--- src/rtl/rsc8_pkg.sv ---
// rsc8_pkg: shared trellis definitions for the 8-state RSC Viterbi decoder
package rsc8_pkg;
  localparam int NSTATES = 8;
  localparam int TAIL = 3;
  typedef enum logic [1:0] {IDLE, ACS, TRACE, OUT} state_t;
  function automatic logic [1:0] rsc8_out(input logic [2:0] s, input logic a);
    return {a ^ s[1] ^ s[0], a ^ s[2] ^ s[0]};
  endfunction
  function automatic logic [2:0] rsc8_pred(input logic [2:0] n, input logic d);
    return {n[1], n[0], d};
  endfunction
  function automatic logic rsc8_u(input logic [2:0] n, input logic d);
    return n[2] ^ n[0] ^ d;
  endfunction
endpackage

--- src/rtl/rsc8_viterbi_decoder_acs.sv ---
// rsc8_acs_unit: saturating add-compare-select for one next state, tie picks d=0
module rsc8_acs_unit #(
  parameter int PM_W = 8
) (
  input  logic [PM_W-1:0] i_pm0,
  input  logic [PM_W-1:0] i_pm1,
  input  logic [1:0]      i_bm0,
  input  logic [1:0]      i_bm1,
  input  logic            i_kill,
  output logic [PM_W-1:0] o_pm,
  output logic            o_d
);
  localparam logic [PM_W-1:0] PM_MAX = '1;
  logic [PM_W:0]   w_s0, w_s1;
  logic [PM_W-1:0] w_c0, w_c1;
  assign w_s0 = {1'b0, i_pm0} + {{(PM_W-1){1'b0}}, i_bm0};
  assign w_s1 = {1'b0, i_pm1} + {{(PM_W-1){1'b0}}, i_bm1};
  assign w_c0 = w_s0[PM_W] ? PM_MAX : w_s0[PM_W-1:0];
  assign w_c1 = w_s1[PM_W] ? PM_MAX : w_s1[PM_W-1:0];
  assign o_d  = w_c1 < w_c0;
  assign o_pm = i_kill ? PM_MAX : (o_d ? w_c1 : w_c0);
endmodule

--- src/rtl/rsc8_viterbi_decoder.sv ---
// rsc8_viterbi_decoder: hard-decision Viterbi decoder for one terminated RSC block
module rsc8_viterbi_decoder
  import rsc8_pkg::*;
#(
  parameter int K    = 40,
  parameter int PM_W = 8
) (
  input  logic            clk,
  input  logic            clr,
  input  logic            in_valid,
  output logic            in_ready,
  input  logic            in_sys,
  input  logic            in_par,
  output logic            out_valid,
  input  logic            out_ready,
  output logic            out_bit,
  output logic            out_last,
  output logic [PM_W-1:0] out_metric,
  output logic            busy
);
  localparam int L  = K + TAIL;
  localparam int SW = $clog2(L);
  localparam logic [SW-1:0] LAST  = SW'(L - 1);
  localparam logic [SW-1:0] KS    = SW'(K);
  localparam logic [SW-1:0] KLAST = SW'(K - 1);
  state_t                r_state, w_next;
  logic [SW-1:0]         r_step;
  logic [PM_W-1:0]       r_pm [NSTATES];
  logic [PM_W-1:0]       w_pm [NSTATES];
  logic [NSTATES-1:0]    w_d;
  logic [NSTATES-1:0]    r_surv [L];
  logic [K-1:0]          r_dec;
  logic [2:0]            r_tn;
  logic [PM_W-1:0]       r_metric;
  logic                  w_acc, w_xfer, w_tail, w_td;
  assign w_acc  = in_valid & in_ready;
  assign w_xfer = out_valid & out_ready;
  assign w_tail = r_step >= KS;
  assign w_td   = r_surv[r_step][r_tn];
  for (genvar n = 0; n < NSTATES; n++) begin : g_acs
    localparam logic [2:0] N = 3'(n);
    logic [1:0] w_o0, w_o1;
    assign w_o0 = rsc8_out(rsc8_pred(N, 1'b0), N[2]);
    assign w_o1 = rsc8_out(rsc8_pred(N, 1'b1), N[2]);
    rsc8_acs_unit #(.PM_W(PM_W)) u_acs (
      .i_pm0 (r_pm[rsc8_pred(N, 1'b0)]),
      .i_pm1 (r_pm[rsc8_pred(N, 1'b1)]),
      .i_bm0 (2'(w_o0[1] ^ in_sys) + 2'(w_o0[0] ^ in_par)),
      .i_bm1 (2'(w_o1[1] ^ in_sys) + 2'(w_o1[0] ^ in_par)),
      .i_kill(w_tail & N[2]),
      .o_pm  (w_pm[n]),
      .o_d   (w_d[n])
    );
  end
  always_comb begin
    w_next = r_state;
    case (r_state)
      IDLE, ACS: if (w_acc) w_next = (r_step == LAST) ? TRACE : ACS;
      TRACE:     if (r_step == '0) w_next = OUT;
      OUT:       if (w_xfer && out_last) w_next = IDLE;
      default:   w_next = IDLE;
    endcase
  end
  always_ff @(posedge clk or negedge clr)
    if (!clr) r_state <= IDLE;
    else      r_state <= w_next;
  // r_step counts up through ACS, down through TRACE, then serves as the output index
  always_ff @(posedge clk or negedge clr)
    if (!clr) begin
      r_step   <= '0;
      r_tn     <= '0;
      r_metric <= '0;
      for (int i = 0; i < NSTATES; i++) r_pm[i] <= {PM_W{i != 0}};
    end else begin
      case (r_state)
        IDLE, ACS: begin
          r_tn <= '0;
          if (w_acc) begin
            for (int i = 0; i < NSTATES; i++) r_pm[i] <= w_pm[i];
            if (r_step == LAST) r_metric <= w_pm[0];
            else r_step <= r_step + 1'b1;
          end
        end
        TRACE: begin
          r_tn <= rsc8_pred(r_tn, w_td);
          if (r_step != '0) r_step <= r_step - 1'b1;
        end
        default: begin
          for (int i = 0; i < NSTATES; i++) r_pm[i] <= {PM_W{i != 0}};
          if (w_xfer) r_step <= out_last ? '0 : r_step + 1'b1;
        end
      endcase
    end
  always_ff @(posedge clk) begin
    if (w_acc) r_surv[r_step] <= w_d;
    if (r_state == TRACE && r_step < KS) r_dec[r_step] <= rsc8_u(r_tn, w_td);
  end
  assign in_ready   = r_state == IDLE || r_state == ACS;
  assign out_valid  = r_state == OUT;
  assign out_bit    = out_valid & r_dec[r_step];
  assign out_last   = out_valid && r_step == KLAST;
  assign out_metric = r_metric;
  assign busy       = r_state != IDLE;
endmodule

--- config.mk ---
export PLATFORM = sky130hd
export DESIGN_NAME = rsc8_viterbi_decoder
export DESIGN_NICKNAME = d
export VERILOG_FILES = /design/src/rtl/rsc8_pkg.sv /design/src/rtl/rsc8_viterbi_decoder_acs.sv /design/src/rtl/rsc8_viterbi_decoder.sv
export SDC_FILE = /design/constraint.sdc
export NUM_CORES = 1
export LEC_CHECK = 0
export ABC_AREA = 1
export CAP_MARGIN = 20
export CORE_MARGIN = 2
export CORE_UTILIZATION = 58
export CTS_CLUSTER_DIAMETER = 40
export CTS_CLUSTER_SIZE = 10
export DETAILED_ROUTE_END_ITERATION = 8
export PLACE_DENSITY = 0.77
export SLEW_MARGIN = 10
export SYNTH_ARGS = -nofsm -noshare
export SYNTH_HDL_FRONTEND = slang
export SYNTH_HIERARCHICAL = 1
export SYNTH_SLANG_ARGS = --single-unit
--- constraint.sdc ---
create_clock -name clk -period 2.85 [get_ports clk]
set_clock_uncertainty 0.05 [all_clocks]
set_input_delay 0.57 -clock clk [delete_from_list [all_inputs] [get_ports clk]]
set_output_delay 0.57 -clock clk [all_outputs]
set_load 0.005 [all_outputs]
==> summary.md <==
| Metric | Value |
|---|---|
| Slew headroom | between 50% and 60% |
| Cells after Synth | a little over 3,000 |
| CP max FO | 7 |
| Worst slew pin tran | 693 ps |
| Clock root buffer | clkbuf_16 |
| Die height | about 220 µm |
| F_max | between 200 and 300 MHz |
| WL met2 | approximately 46,000 µm |
| Maximum clock path buffer count | 3 |
| Post-layout min period | between 3000 and 4000 ps |
| Final core occ | 80.2% |
| DR vias | between 20,000 and 30,000 |
| Worst-skew pair later-pin latency | just over 600 ps |
| Metal1 wirelength | 30,600 µm |
| # IOs | 19 |
| Met3 wire length | between 9000 and 10,000 µm |
| Routed vias/inst | 6.11 |
| Vias in the first global route | 24,200 |
| Area of the multi-input gates | 13,000 µm² |
| Gpl congestion | about 0.92 |
| Register area share after synthesis | approximately half |
| HP Class | in2async |
| Die ar. | about 47,000 µm² |
| Routed len/inst | roughly 22 µm |
| Final Hold Viols | 0 |
| PortBufs | 18 |
| Ys Warns | 6 |
| Post-Place Cells | about 4,000 |
| Netlist cell types | 44 |
| Final worst slack | -524 ps |
| Status | finished with violations |
| First-pass GRT wire length | 127,000 µm |
| Seq cells post-synth | approximately 470 |
| Total global-route track usage | between 30% and 40% |
| WS Path Type | reg2reg |
| Total CTS buffers | between 60 and 70 |
| Htree depth | 3 |
| RSZ-0062 raised after global routing | true |
| Crit-path max cell delay | 590 ps |
| Clock Sinks | around 470 |
| Violated checks | setup timing |
| Final setup viols | 460 |
| Reg clk slew, reported paths | 50 ps |
| Layout cell share with drive strength beyond 1 | ~34% |
| CP startpoint kind | flip-flop |
| Nets | between 3,000 and 4,000 |
| Final Routed Wirelength | ~94,000 µm |
| Post-DRT Antenna Nets | 0 |
| Total gr overflow | 0 |
| Cell Rows | 78 |
| Final max-slew violation count | 0 |
| Largest net degree at the start of global routing | 50 |
| Reg area | around 14,000 µm² |
| Core Area | ~45,000 µm² |
| CP delay by family, top | simple AND/OR/NAND/NOR gates |
| Pre-Repair DR Iteration Count | 7 |
| CP arrival | between 3000 and 4000 ps |
| Die W | approximately 220 µm |
| Worst path required time | between 3000 and 4000 ps |
| CP endpoint kind | flip-flop |
| Starting Density | roughly three fifths |
| Fill cells | approximately 2,400 |
| Number of remaining DRC errors | 0 |
| Top Metal Used | met5 |
| Initial DRC Count | 3,512 |
| Mapped Avg Cell Area | 8.61 µm² |
| Antenna diodes | 0 |
| Initial antenna violation count | 2 |
| Fin cells | 4,187 |
| CTS tree | done |
| Final period utilization | 118% |
| Mapped Area | between 20,000 and 30,000 µm² |
| HPWL after detailed placement | roughly 49,000 µm |
| Worst path bufs/invs | 3 |
| Layout area overhead | 37.3% |
| Max cap viols | 0 |
| Slowest cell on crit path | dfstp_2 |
| Crit path cell chain | ha_4, inv_2, fa_2, nor2_4, inv_2, o21ai_2, nand3b_1, ha_1, nand2_2, nor2_4, a211oi_4, buf_6, nand2_8, nand2_4, nand3_2, nand2_1, nand3_1 |
==> kinds of logic (layout without fill, tap and decap cells) <==
family / count (synthesis) / count (layout) / share of synthesized area, %
AO/OA/AOI/OAI: 252 / 252 / 5.62
XOR/XNOR: 12 / 12 / 0.399
adder cells (fa/ha/maj): 111 / 111 / 5.73
buffers and inverters: 449 / 965 / 6.66
flip-flops: 467 / 467 / 51.9
other: 1 / 4 / 0.0142
AND/OR/NAND/NOR: 1767 / 1776 / 29.6
==> layer usage <==
layer  global-route usage, %  up-vias
li1                        -    11000
met1                    40.4    12000
met2                    60.2     1945
met3                    5.87      609
met4                    20.6        2
met5                       0        -
==> layout by cell type (no fill, tap or decap), drive strengths merged, types with 14 or more instances in the layout <==
cell | Yosys | final
clkbuf | 44 | 108
nand3 | 305 | 305
nand2 | 1084 | 1093
o211ai | 16 | 16
a21oi | 119 | 119
ha | 95 | 95
or2 | 37 | 37
inv | 347 | 356
fa | 16 | 16
clkdlybuf4s50 | 0 | 14
buf | 55 | 466
nor3 | 55 | 55
edfxtp | 384 | 384
dfstp | 56 | 56
dfrtp | 27 | 27
o21ai | 89 | 89
nor2 | 267 | 267
==> cell usage after synthesis, drive strengths merged <==
library cell  instances  area [µm²]
edfxtp              384       11500
nor2                267        1110
a21oi               119         596
conb                  1        3.75
ha                   95        1190
o21ai                89         445
o2111a                1        11.3
nand3               305        1530
a221oi                4        35.0
a31oi                 2        12.5
o22ai                 3        18.8
o221ai                1        8.76
xnor2                 2        17.5
o211ai               16         120
nor3                 55         280
fa                   16         320
and2                  1        6.26
xor2                 10        87.6
clkinv                3        11.3
nand3b               12        90.1
a22o                  3        26.3
a211oi                9         168
buf                  55         275
nand2              1084        4520
a22oi                 4        30.0
dfstp                56        1470
clkbuf               44         165
or2                  37         231
inv                 347        1300
dfrtp                27         676
a32oi                 1        8.76
nand4                 6        37.5
==> state kept, by name, summed over array words and instances (netlist names) <==
name / flops
out_metric: 8
r_dec: 40
r_pm: 64
r_state: 2
r_step: 6
r_surv: 344
r_tn: 3
==> path summary, 6_finish.rpt <==
kind	from	end	slack, ps	depth (start not counted)
max in group asynchronous	clr	r_pm[36]$_DFFE_PN1P_	1580	3
hold / removal	clr	r_step[0]$_DFFE_PN0P_	420	2
setup / recovery	r_pm[48]$_DFFE_PN1P_	r_pm[31]$_DFFE_PN1P_	-520	17
min in group clk	out_metric[0]$_DFFE_PN0P_	out_metric[0]$_DFFE_PN0P_	440	2
hold reg to reg	out_metric[0]$_DFFE_PN0P_	out_metric[0]$_DFFE_PN0P_	440	2
setup reg to reg	r_pm[48]$_DFFE_PN1P_	r_pm[31]$_DFFE_PN1P_	-520	17
==> through the flow <==
stage | hold slack, ps | worst slack, ps | area [µm²] | TNS, ps
after floorplan | 224 | -485 | 26700 | -184170
after global placement | 417 | -1340 | 30100 | -517470
after detailed placement | 423 | -1520 | 30100 | -567850
after CTS | 399 | -347 | 34000 | -108400
after global routing | 434 | -617 | 36200 | -203730
final | 416 | -524 | 36200 | -168880
==> cell type report <==
cell class              instances  area share (%)
clock buffers                  92            5.24
clock inverters                21           0.820
inverters                     350            4.11
multi-input cells            2155            36.1
flip-flops and latches        467            37.9
well taps                     600            2.08
repair buffers                497            13.6
repair inverters                5           0.208
==> timing repair <==
| item | in CTS | in global routing |
|---|---|---|
| cloned | 19 | 24 |
| buffers inserted | 48 | 50 |
| hold buffers | 1 | 0 |
| endpoints found under the setup margin | 458 | 465 |
| resized for setup | 262 | 294 |
| hold endpoints to repair | 9 | 0 |
| pin swaps | 146 | 135 |
Power is not shown: default switching activity piles up to over one toggle a cycle in this logic, so the estimate is an artifact.
